<file path="config.mk">
export PLATFORM = sky130hd
export DESIGN_NAME = pipeline_ctrl
export DESIGN_NICKNAME = d
export VERILOG_FILES = /design/src/rtl/pipeline_ctrl_pkg.sv /design/src/rtl/pipeline_ctrl_sat_counter.sv /design/src/rtl/pipeline_ctrl.sv
export SDC_FILE = /design/constraint.sdc
export NUM_CORES = 1
export LEC_CHECK = 0
export BUFFER_PORTS_ARGS = -buffer_cell sky130_fd_sc_hd__buf_2
export CORE_AREA = 2 2 72 74
export DETAILED_ROUTE_END_ITERATION = 16
export DIE_AREA = 0 0 74 76
export PLACE_DENSITY = 0.89
export SYNTH_ARGS = -nofsm -noshare
export SYNTH_HDL_FRONTEND = slang
export SYNTH_SLANG_ARGS = --single-unit
export TNS_END_PERCENT = 30
</file>
<file path="constraint.sdc">
create_clock -name clk -period 3 [get_ports clk]
set_input_delay 0.6 -clock clk [delete_from_list [all_inputs] [get_ports clk]]
set_output_delay 0.6 -clock clk [all_outputs]
set_load 0.02 [all_outputs]
</file>
<file path="src/rtl/pipeline_ctrl_pkg.sv">
// rtl/pipeline_ctrl_pkg.sv - state encodings, parameter limits and output patterns for pipeline_ctrl
package pipeline_ctrl_pkg;

  localparam logic [1:0] CTRL_RUN  = 2'd0;
  localparam logic [1:0] CTRL_LOAD = 2'd1;
  localparam logic [1:0] CTRL_MEMW = 2'd2;

  localparam int LOAD_BUBBLES_MIN = 1;
  localparam int LOAD_BUBBLES_MAX = 15;
  localparam int MEM_TIMEOUT_MIN  = 1;
  localparam int MEM_TIMEOUT_MAX  = 255;

  typedef enum logic [1:0] {
    ST_RUN  = CTRL_RUN,
    ST_LOAD = CTRL_LOAD,
    ST_MEMW = CTRL_MEMW
  } ctrl_state_e;

  typedef struct packed {
    logic pc_en;
    logic if_id_en;
    logic id_ex_en;
    logic ex_mem_en;
    logic mem_wb_en;
    logic if_id_flush;
    logic id_ex_flush;
    logic mem_wb_flush;
  } ctrl_out_t;

  // Flush overrides enable, so the load bubble keeps id_ex_en high and relies on id_ex_flush.
  localparam ctrl_out_t PAT_RUN    = ctrl_out_t'(8'b11111_000);
  localparam ctrl_out_t PAT_BRANCH = ctrl_out_t'(8'b11111_110);
  localparam ctrl_out_t PAT_LOAD   = ctrl_out_t'(8'b00111_010);
  localparam ctrl_out_t PAT_FREEZE = ctrl_out_t'(8'b00000_001);

  function automatic int clamp(input int v, input int lo, input int hi);
    return (v < lo) ? lo : ((v > hi) ? hi : v);
  endfunction

endpackage

</file>
<file path="src/rtl/pipeline_ctrl_sat_counter.sv">
// rtl/pipeline_ctrl_sat_counter.sv - saturating up-counter with asynchronous clear
module sat_counter #(
  parameter int WIDTH = 32
) (
  input  logic             clk,
  input  logic             rst_n,
  input  logic             inc,
  output logic [WIDTH-1:0] count
);

  always_ff @(posedge clk or negedge rst_n) begin
    if (!rst_n) begin
      count <= '0;
    end else if (inc && (count != '1)) begin
      count <= count + WIDTH'(1);
    end
  end

endmodule

</file>
<file path="src/rtl/pipeline_ctrl.sv">
// rtl/pipeline_ctrl.sv - stall/flush scheduler merging load-use, branch and DRAM wait
module pipeline_ctrl
  import pipeline_ctrl_pkg::*;
#(
  parameter int LOAD_BUBBLES = 1,
  parameter int MEM_TIMEOUT  = 15
) (
  input  logic        clk,
  input  logic        rst_n,
  input  logic        load_hazard,
  input  logic        is_branch,
  input  logic        mem_req,
  input  logic        mem_ack,
  output logic        pc_en,
  output logic        if_id_en,
  output logic        id_ex_en,
  output logic        ex_mem_en,
  output logic        mem_wb_en,
  output logic        if_id_flush,
  output logic        id_ex_flush,
  output logic        mem_wb_flush,
  output logic        mem_timeout,
  output logic [1:0]  ctrl_state,
  output logic [31:0] stall_cycles
);

  localparam int NB = clamp(LOAD_BUBBLES, LOAD_BUBBLES_MIN, LOAD_BUBBLES_MAX);
  localparam int NT = clamp(MEM_TIMEOUT, MEM_TIMEOUT_MIN, MEM_TIMEOUT_MAX);
  localparam logic [3:0] BUBBLE_INIT = 4'(NB - 1);
  localparam logic [7:0] WAIT_LIMIT  = 8'(NT);

  ctrl_state_e state, state_next, ret, ret_next;
  logic [3:0]  bub, bub_next;
  logic [7:0]  wcnt, wcnt_next;
  ctrl_out_t   pat;
  logic        wait_req;

  assign wait_req = mem_req & ~mem_ack;

  always_ff @(posedge clk or negedge rst_n) begin
    if (!rst_n) begin
      state <= ST_RUN;
      ret   <= ST_RUN;
      bub   <= '0;
      wcnt  <= '0;
    end else begin
      state <= state_next;
      ret   <= ret_next;
      bub   <= bub_next;
      wcnt  <= wcnt_next;
    end
  end

  always_comb begin
    state_next  = state;
    ret_next    = ret;
    bub_next    = bub;
    wcnt_next   = wcnt;
    pat         = PAT_RUN;
    mem_timeout = 1'b0;
    case (state)
      ST_RUN: begin
        if (wait_req) begin
          pat        = PAT_FREEZE;
          ret_next   = ST_RUN;
          wcnt_next  = '0;
          state_next = ST_MEMW;
        end else if (load_hazard) begin
          pat = PAT_LOAD;
          if (NB > 1) begin
            bub_next   = BUBBLE_INIT;
            state_next = ST_LOAD;
          end
        end else if (is_branch) begin
          pat = PAT_BRANCH;
        end
      end
      ST_LOAD: begin
        // A preempting wait leaves bub untouched so the remaining bubbles resume after release.
        if (wait_req) begin
          pat        = PAT_FREEZE;
          ret_next   = ST_LOAD;
          wcnt_next  = '0;
          state_next = ST_MEMW;
        end else begin
          pat      = PAT_LOAD;
          bub_next = bub - 4'd1;
          if (bub == 4'd1) state_next = ST_RUN;
        end
      end
      ST_MEMW: begin
        wcnt_next = wcnt + 8'd1;
        if (mem_ack || (wcnt_next == WAIT_LIMIT)) begin
          mem_timeout = ~mem_ack;
          if (ret == ST_LOAD) begin
            pat        = PAT_LOAD;
            bub_next   = bub - 4'd1;
            state_next = (bub == 4'd1) ? ST_RUN : ST_LOAD;
          end else begin
            pat        = PAT_RUN;
            state_next = ST_RUN;
          end
        end else begin
          pat = PAT_FREEZE;
        end
      end
      default: begin
        state_next = ST_RUN;
        ret_next   = ST_RUN;
      end
    endcase
  end

  assign pc_en        = pat.pc_en;
  assign if_id_en     = pat.if_id_en;
  assign id_ex_en     = pat.id_ex_en;
  assign ex_mem_en    = pat.ex_mem_en;
  assign mem_wb_en    = pat.mem_wb_en;
  assign if_id_flush  = pat.if_id_flush;
  assign id_ex_flush  = pat.id_ex_flush;
  assign mem_wb_flush = pat.mem_wb_flush;
  assign ctrl_state   = state;

  sat_counter #(.WIDTH(32)) u_stall_cnt (
    .clk   (clk),
    .rst_n (rst_n),
    .inc   (~pc_en),
    .count (stall_cycles)
  );

endmodule

</file>
==> summary by stage, run 1 <==
Outcome
The run finished with clean final reports.

Worst setup path
Following the worst setup path forward leads to its endpoint at if_id_en. The worst setup path startpoint is wcnt[0]. The slack of the worst reg-to-reg path is 540 ps.

The critical path start-end classification is flop to output pin. The arrival time of data at the critical path endpoint is 2360 ps. The number of cells traversed by the worst register-to-register path is 8. STA classifies the critical path endpoint as an output pin. In this run the critical register-to-register path is launched from wcnt[0].

Along the worst path, the maximum fanout reaches 5. The worst register-to-register path ends at u_stall_cnt.count[2]. The required arrival time at the worst endpoint is 2400 ps.

The type of element launching the critical path is a flop.

Placed design
The count of buffers added on input and output ports is 48. The final RePlAce weighted congestion is 0.8799. Once detailed placement completed, the half-perimeter wirelength came to 4011 um.

The placed cell count is 382.

Pwr
The total leakage power is 1.440 nW. Across the VDD grid, the largest voltage drop is 0.4635 mV. The completed layout was analyzed and its total power is 0.001966 W.

The cell area power density is 637.7 mW/mm^2.

GRT
The global router's overall resource usage is 0.2177. After global routing the overflow that remains totals 0. The number of global-route vias before repair is 2216. The wire length of the first global-routing pass is 9715 um. The maximum number of pins on one net before global-route repair is 48.

The initial antenna violation count is 0.

Timing
The post-route minimum period is 2964 ps. Dividing the final minimum period by the clock period gives 0.9878. Setup violations remaining at the end of the flow were counted as 0. The final setup skew is 9.477 ps.

Timing would allow up to 337.4 MHz. The actual transition at the worst max-transition pin is 1029 ps. Setup repair after global routing could not meet its margin everywhere. Headroom to the max-slew limit came out at 0.3140. The final-report hold violation count is 0.

The final count of pins violating max slew is 0.

Synthesis
Synthesis inferred 47 register bits. Among all flip-flop cells after synthesis, the most frequent one is sky130_fd_sc_hd__dfrtp_1. The number of warnings reported in the yosys synthesis log is 0. The average cell area after synthesis is 9.626 um^2.

The area of the mapped netlist is 0.002609 mm^2. The cell count after synthesis came out at 271. The number of nets in the synthesized netlist is 282. The proportion of synthesized chip area in sequential cells is 0.4508. The synthesized design contains 0 enable-type register cells. After synthesis, the netlist uses 42 different library cells.

The async set-reset flop share out of synthesis is 1.000.

Detailed routing
Dividing the detail-routed via count by the number of cells gives 5.704. The number of DRC violations after detailed routing is 0. The final routed wirelength across all metal layers is 5701 um. The iteration count of the initial detailed-routing pass is 4. After detailed routing, the average wire length per cell comes to 14.43 um.

For this block, the via count after detailed routing is 2253. The remaining antenna violation count is 0. The starting DRC count in detailed routing is 165.

Cells and area
The number of antenna diodes in the final layout is 0. In the final layout, the share of cells above drive strength 1 is 0.2431. The finished layout holds 395 standard cells, fillers aside. The area growth from synthesis to layout is 18.18%. For this run, the post-layout net count is 335. In the layout the commonest cells are sky130_fd_sc_hd__buf_2, sky130_fd_sc_hd__dfrtp_1, sky130_fd_sc_hd__nand2_1. The most common cell after layout, fill and taps aside is sky130_fd_sc_hd__buf_2. The number of fill cells in the layout is 400.

Die
The starting utilization of the core area is 0.5311. The floorplan has 26 rows. The core region area is 0.004912 mm^2.

The die is 74 um wide. The height of the die is 76 um. The die covers 0.005624 mm^2.

The number of ports placed on the die boundary is 49.

Run
The tool flagged a number of max-cap violations equal to 0.

Clocking
In this run the deepest clock path goes through 2 buffers. The TritonCTS clock tree is built. The clock tree root driver cell is sky130_fd_sc_hd__clkbuf_8. TritonCTS created 5 clock buffers. Clock-pin slew was measured on the worst setup and hold paths at 90 ps. The H-tree was split into 2 levels. The number of clock sinks seen by CTS is 47. The source-to-sink clock delay at the later pin of the worst-skew pair is 310 ps. Buffers inserted to repair hold after CTS numbered 0.

Hold path
In this run the worst hold path is classified as primary input to asynchronous set/reset pin.
==> power by group <==
part	switching [W]	total, W	leakage [nW]	internal (W)
Combinational	0.000326	0.000548	0.753	0.000222
Sequential	0.000125	0.000860	0.622	0.000735
Clock	0.000226	0.000558	0.0644	0.000332
Total	0.000677	0.00197	1.44	0.00129
==> worst min path at each step <==
stage               startpoint               endpoint  slack, ps  cells after the start
finish                   rst_n  u_stall_cnt.count[14]        470                      1
global route            bub[3]                 bub[3]        500                      1
detailed placement      bub[3]                 bub[3]        460                      1
CTS                     bub[3]                 bub[3]        480                      1
global placement        bub[3]                 bub[3]        460                      1
floorplan                rst_n                 bub[0]        300                      0
==> cells by family after synthesis <==
| kind of cell | Yosys count | synth area share |
|---|---|---|
| DFF | 47 | 0.4508 |
| muxes | 2 | 0.008153 |
| xor gates and xnor gates | 37 | 0.1242 |
| adders and majority gates | 5 | 0.02398 |
| and+or+nand+nor | 135 | 0.2964 |
| buffers and inverters | 19 | 0.03693 |
| AOI/OAI and AO/OA | 26 | 0.05948 |
==> registers in the layout, indices dropped and copies added (netlist names) <==
| signal | flops |
|---|---|
| wcnt | 8 |
| ret | 1 |
| ctrl_state | 2 |
| bub | 4 |
| u_stall_cnt.count | 32 |
==> through the flow <==
step           utilization  TNS [ps]  hold WS, ps  cell area [um^2]  worst slack (ps)
3_5_place_dp        0.5917         0        463.8              2907             211.9
5_1_grt             0.6276    -457.4        496.8              3083            -91.73
6_report            0.6276         0        470.7              3083             36.47
3_3_place_gp        0.5917         0        458.6              2907             304.8
4_1_cts             0.6246         0        483.7              3068             16.26
2_1_floorplan            -         0        304.4              2609             139.9
==> worst max-delay path: stages, from the launching register on <==
cell                      delay [ps]
sky130_fd_sc_hd__dfrtp_1         390
sky130_fd_sc_hd__ha_2            220
sky130_fd_sc_hd__xnor2_1         140
sky130_fd_sc_hd__nor4b_2         230
sky130_fd_sc_hd__nand4_1         240
sky130_fd_sc_hd__or4_4           570
sky130_fd_sc_hd__nand2_1         100
sky130_fd_sc_hd__buf_2           160
==> synth_stat cells, types with 2 or more instances <==
master,n,area [um^2]
sky130_fd_sc_hd__and4_1,4,35.03
sky130_fd_sc_hd__or2_2,2,12.51
sky130_fd_sc_hd__buf_2,2,10.01
sky130_fd_sc_hd__nand3_1,22,110.1
sky130_fd_sc_hd__nand2_1,28,105.1
sky130_fd_sc_hd__xnor2_1,24,210.2
sky130_fd_sc_hd__nor4b_2,3,45.04
sky130_fd_sc_hd__a21oi_1,4,20.02
sky130_fd_sc_hd__or4_4,2,22.52
sky130_fd_sc_hd__ha_1,5,62.56
sky130_fd_sc_hd__and2_1,6,37.54
sky130_fd_sc_hd__buf_4,4,30.03
sky130_fd_sc_hd__xor2_1,13,113.9
sky130_fd_sc_hd__and3_1,5,31.28
sky130_fd_sc_hd__inv_1,8,30.03
sky130_fd_sc_hd__nand3b_1,4,30.03
sky130_fd_sc_hd__nor3_1,6,30.03
sky130_fd_sc_hd__a21o_1,2,15.01
sky130_fd_sc_hd__clkbuf_1,4,15.01
sky130_fd_sc_hd__nand2b_1,3,18.77
sky130_fd_sc_hd__o21ai_0,13,65.06
sky130_fd_sc_hd__nor2b_1,2,12.51
sky130_fd_sc_hd__nor2_1,16,60.06
sky130_fd_sc_hd__nor4_1,16,100.1
sky130_fd_sc_hd__nand4_1,10,62.56
sky130_fd_sc_hd__dfrtp_1,47,1176
==> metal layers <==
metal / up-vias / global-route usage / part of all wire
li1: 1063 / - / -
met1: 1105 / 0.2696 / 0.41
met2: 72 / 0.3652 / 0.52
met3: 13 / 0.05159 / 0.050
met4: 0 / 0.07636 / 0.016
met5: - / 0 / 0
==> final cells by class <==
class / instances / area, um^2 / area share
Sequential cell: 47 / 1176 / 0.3815
Multi-Input combinational cell: 205 / 1345 / 0.4363
Clock buffer: 5 / 68.82 / 0.02232
Tap cell: 70 / 87.58 / 0.02841
Inverter: 8 / 30.03 / 0.009740
Clock inverter: 3 / 67.56 / 0.02192
Timing Repair Buffer: 57 / 307.8 / 0.09984
==> timing repair <==
action | in CTS | in global routing
gates resized for setup | 1 | 0
buffers inserted | 3 | 2
endpoints found under the setup margin | 7 | 8
pin swaps | 1 | 1
Power figures use the tool's default switching activity.
==> run 2: changes to the inputs <==
--- a/config.mk
+++ b/config.mk
@@ -6,10 +6,10 @@
 export NUM_CORES = 1
 export LEC_CHECK = 0
 export BUFFER_PORTS_ARGS = -buffer_cell sky130_fd_sc_hd__buf_2
-export CORE_AREA = 2 2 72 74
+export CORE_AREA = 2 2 76 78
 export DETAILED_ROUTE_END_ITERATION = 16
-export DIE_AREA = 0 0 74 76
-export PLACE_DENSITY = 0.89
+export DIE_AREA = 0 0 78 80
+export PLACE_DENSITY = 0.85
 export SYNTH_ARGS = -nofsm -noshare
 export SYNTH_HDL_FRONTEND = slang
 export SYNTH_SLANG_ARGS = --single-unit
==> constraint.sdc (replaced) <==
create_clock -name clk -period 2.55 [get_ports clk]
set_input_delay 0.51 -clock clk [delete_from_list [all_inputs] [get_ports clk]]
set_output_delay 0.51 -clock clk [all_outputs]
set_load 0.02 [all_outputs]
==> run 2 against run 1 <==
The run now ends with negative setup slack left; sequential share of layout area fell by 0.82 points; global-route usage fell by 2.1 points; worst setup slack got worse by 230 ps; critical path type unchanged; first-iteration DRC count fell by 27%; non-clock buffer count rose by 2; critical path depth rose by 1; register-to-register slack got worse by 380 ps; sequential cell count did not move; clock skew fell by 2.2 ps; routed wire length rose by 0.74%; largest power group unchanged.
==> summary by stage, run 2 (synthesis gave the netlist of run 1 again) <==
Outcome
Run status: finished, violations left (was complete, no violations). The final reports fail on negative setup slack.

Pwr
The relative contribution of combinational cells to total power is 0.319 (was 0.279). The clock share of power is 0.218 (was 0.284). The peak supply drop is 0.4840 mV (was 0.4635 mV). The switching power came to 0.0008003 W (was 0.0006766 W).

The internal cell power is 0.001418 W (was 0.001289 W). The power consumption is 0.002218 W (was 0.001966 W). The share of total power in sequential cells is 0.463 (was 0.438). The fraction of power spent switching nets was 0.3608 (was 0.3442).

The total leakage power is 1.467 nW (was 1.440 nW). The cell area power density is 703.1 mW/mm^2 (was 637.7 mW/mm^2).

Clocking
The clock tree root driver cell is sky130_fd_sc_hd__clkbuf_8 (unchanged). The source-to-sink clock delay at the later pin of the worst-skew pair was 300 ps (was 310 ps). The post-cts hold buffer count is 0 (unchanged). The number of clock sinks seen by CTS came to 47 (unchanged). The number of CTS-inserted buffers is 5 (unchanged). The number of levels in the clock H-tree came to 2 (unchanged). The deepest clock path buffer count was 2 (unchanged). The clock slew seen by the registers of the worst setup and hold paths is 80 ps (was 90 ps). The TritonCTS clock tree is built (unchanged).

Timing
The actual transition at the worst max-transition pin is 445.0 ps (was 1029 ps). Subtracting the final worst setup slack from the clock period gives 2742 ps. For this run, the top clock speed supported by timing is 364.8 MHz. Unrepaired setup endpoints after global routing: yes (unchanged). The sum of negative setup slack is -1323 ps (was 0 ps). The final setup skew came to 7.279 ps (was 9.477 ps). In the finished design, the share of the clock period the worst path needs comes to 1.075. The setup slack of the critical path after layout came to -191.5 ps (was 36.47 ps). The final-report hold violation count came to 0 (unchanged). The worst slew slack as a fraction of its limit is 0.7030 (was 0.3140). The number of failing setup endpoints in the final timing report is 8 (was 0). The final count of pins violating max slew is 0 (unchanged).

Hold path
The worst hold path class is primary input to asynchronous set/reset pin (unchanged).

GRT
The met1 usage is 0.2435 (was 0.2696). The global-route track usage on met2 came to 0.3491 (was 0.3652). The most used routing layer is met2 (unchanged).

The initial antenna violation count is 0 (unchanged). The total global routing overflow is 0 (unchanged). The wire length of the first global-routing pass is 9763 um (was 9715 um). The routing usage on met3 is 0.04412 (was 0.05159). The number of global-route vias before repair is 2145 (was 2216). The maximum number of pins on one net before global-route repair is 30 (was 48).

The global router's overall resource usage is 0.1962 (was 0.2177).

Cells and area
The number of antenna cells inserted is 0 (unchanged). The proportion of layout cells with a drive suffix above 1 was 0.2599 (was 0.2431). The final net count was 337 (was 335). The register containing the most flip-flops in the final layout is u_stall_cnt.count (unchanged). The final standard cell area without fillers is 0.003154 mm^2 (was 0.003083 mm^2). Largest registers: u_stall_cnt.count (32), wcnt (8), bub (4) (unchanged).

The number of fill cells in the layout is 477 (was 400). The number of flip-flops in the largest register is 32 (unchanged). The most common cell after layout, fill and taps aside is sky130_fd_sc_hd__dfrtp_1 (was sky130_fd_sc_hd__buf_2). The area growth from synthesis to layout came to 20.91% (was 18.18%).

The final instance count without filler cells is 399 (was 395). Commonest cells after routing, fill and taps aside: sky130_fd_sc_hd__dfrtp_1, sky130_fd_sc_hd__buf_2, sky130_fd_sc_hd__nand2_1 (was sky130_fd_sc_hd__buf_2, sky130_fd_sc_hd__dfrtp_1, sky130_fd_sc_hd__nand2_1).

Die
The number of ports placed on the die boundary is 49 (unchanged). The starting utilization of the core area was 0.4826 (was 0.5311). The die outline width was 78 um (was 74 um).

The die area is 0.006240 mm^2 (was 0.005624 mm^2). The core region area is 0.005405 mm^2 (was 0.004912 mm^2). The site row count is 27 (was 26). The height of the die is 80 um (was 76 um).

Detailed routing
The routed via count is 2214 (was 2253). The final routed wire length divided by cell count was 14.39 um (was 14.43 um). The vias per cell is 5.549 (was 5.704). The final routed wirelength across all metal layers is 5743 um (was 5701 um). The number of DRC violations after detailed routing was 0 (unchanged).

The starting DRC count in detailed routing came to 120 (was 165). The iteration count of the initial detailed-routing pass was 4 (unchanged). The remaining antenna violation count is 0 (unchanged).

Worst setup path
The endpoint type of the worst setup path is an output pin (unchanged). The largest driver fanout on the critical path is 4 (was 5). The arrival time of data at the critical path endpoint came to 2230 ps (was 2360 ps). The type of element launching the critical path was a flop (unchanged). The peak per-stage delay on the critical path is 430 ps (was 570 ps).

The required arrival time at the worst endpoint is 2040 ps (was 2400 ps). Chain of cells forming the critical path: ha_4, xnor2_4, nor4b_4, nand4_1, or2_4, a21o_1, inv_2, buf_2 (was ha_2, xnor2_1, nor4b_2, nand4_1, or4_4, nand2_1, buf_2). The library cell contributing the largest single delay on the critical path is sky130_fd_sc_hd__dfrtp_1 (was sky130_fd_sc_hd__or4_4). The critical path start-end classification is flop to output pin (unchanged).

Placed design
The placed cell count is 390 (was 382). The detailed placer's ending HPWL is 4237 um (was 4011 um). The count of input and output buffers came to 48 (unchanged).

The setup slack at placement is 14.73 ps (was 211.9 ps). The area of placed instances is 0.002977 mm^2 (was 0.002907 mm^2). The final RePlAce weighted congestion is 0.8437 (was 0.8799).

Run
The max-cap violation count is 0 (unchanged).
==> run 2: cell types whose count changed in the layout (fill, tap and decap cells not counted), sizes merged <==
cell and delta:
bufinv -2, clkinvlp -1, buf +2, clkbuf +3
==> run 2: timing repair <==
item / in CTS / in global routing
endpoints found under the hold margin: 0 / 0
buffers inserted: 1 / 0
setup endpoints to repair: 8 / 9
resized for setup: 8 / 6
pin swaps: 6 / 0
==> run 2: through the flow <==
step / util / hold WS (ps)
floorplan: - / 214.4
global placement: 0.5507 / 456.0
detailed placement: 0.5507 / 470.1
CTS: 0.5771 / 141.0
global route: 0.5836 / 155.5
finish: 0.5836 / 134.6
==> run 2: final timing paths <==
check | startpoint | to | slack (ps) | depth (start not counted)
max reg2reg | wcnt[0] | u_stall_cnt.count[2] | 160 | 8
min in group clk | u_stall_cnt.count[5] | u_stall_cnt.count[5] | 490 | 1
min reg2reg | u_stall_cnt.count[5] | u_stall_cnt.count[5] | 490 | 1
min | rst_n | u_stall_cnt.count[17] | 130 | 1
max | wcnt[0] | id_ex_en | -190 | 8
max in group asynchronous | rst_n | wcnt[2] | 1660 | 2
==> run 2: layout make-up <==
class / instances / area, um^2 / area share
Clock buffer: 8 / 100.1 / 0.03173
Inverter: 8 / 30.03 / 0.009520
Multi-Input combinational cell: 205 / 1406 / 0.4459
Sequential cell: 47 / 1177 / 0.3733
Tap cell: 72 / 90.09 / 0.02856
Timing Repair Buffer: 59 / 350.3 / 0.1111
==> run 2: worst max-delay path: cells and delay by family (launching register included) <==
kind | cells | cell delay [ps]
buffers and inverters | 2 | 210
AO/OA/AOI/OAI | 1 | 180
XOR/XNOR | 1 | 150
AND/OR/NAND/NOR | 3 | 770
flip-flops | 1 | 430
adder cells (fa/ha/maj) | 1 | 200
==> run 2: metal layers <==
layer	part of all wire	vias up
met5	0	-
met4	0.012	0
met3	0.044	6
met2	0.50	60
met1	0.45	1078
li1	-	1070
==> run 2: power by group through the flow <==
stage / clock network [W] / registers [W] / logic, W
floorplan: 0 / 0.00107 / 0.000391
global placement: 0 / 0.00102 / 0.000636
detailed placement: 0 / 0.00103 / 0.000656
CTS: 0.000496 / 0.00102 / 0.000682
global route: 0.000536 / 0.00105 / 0.000794
finish: 0.000483 / 0.00103 / 0.000708
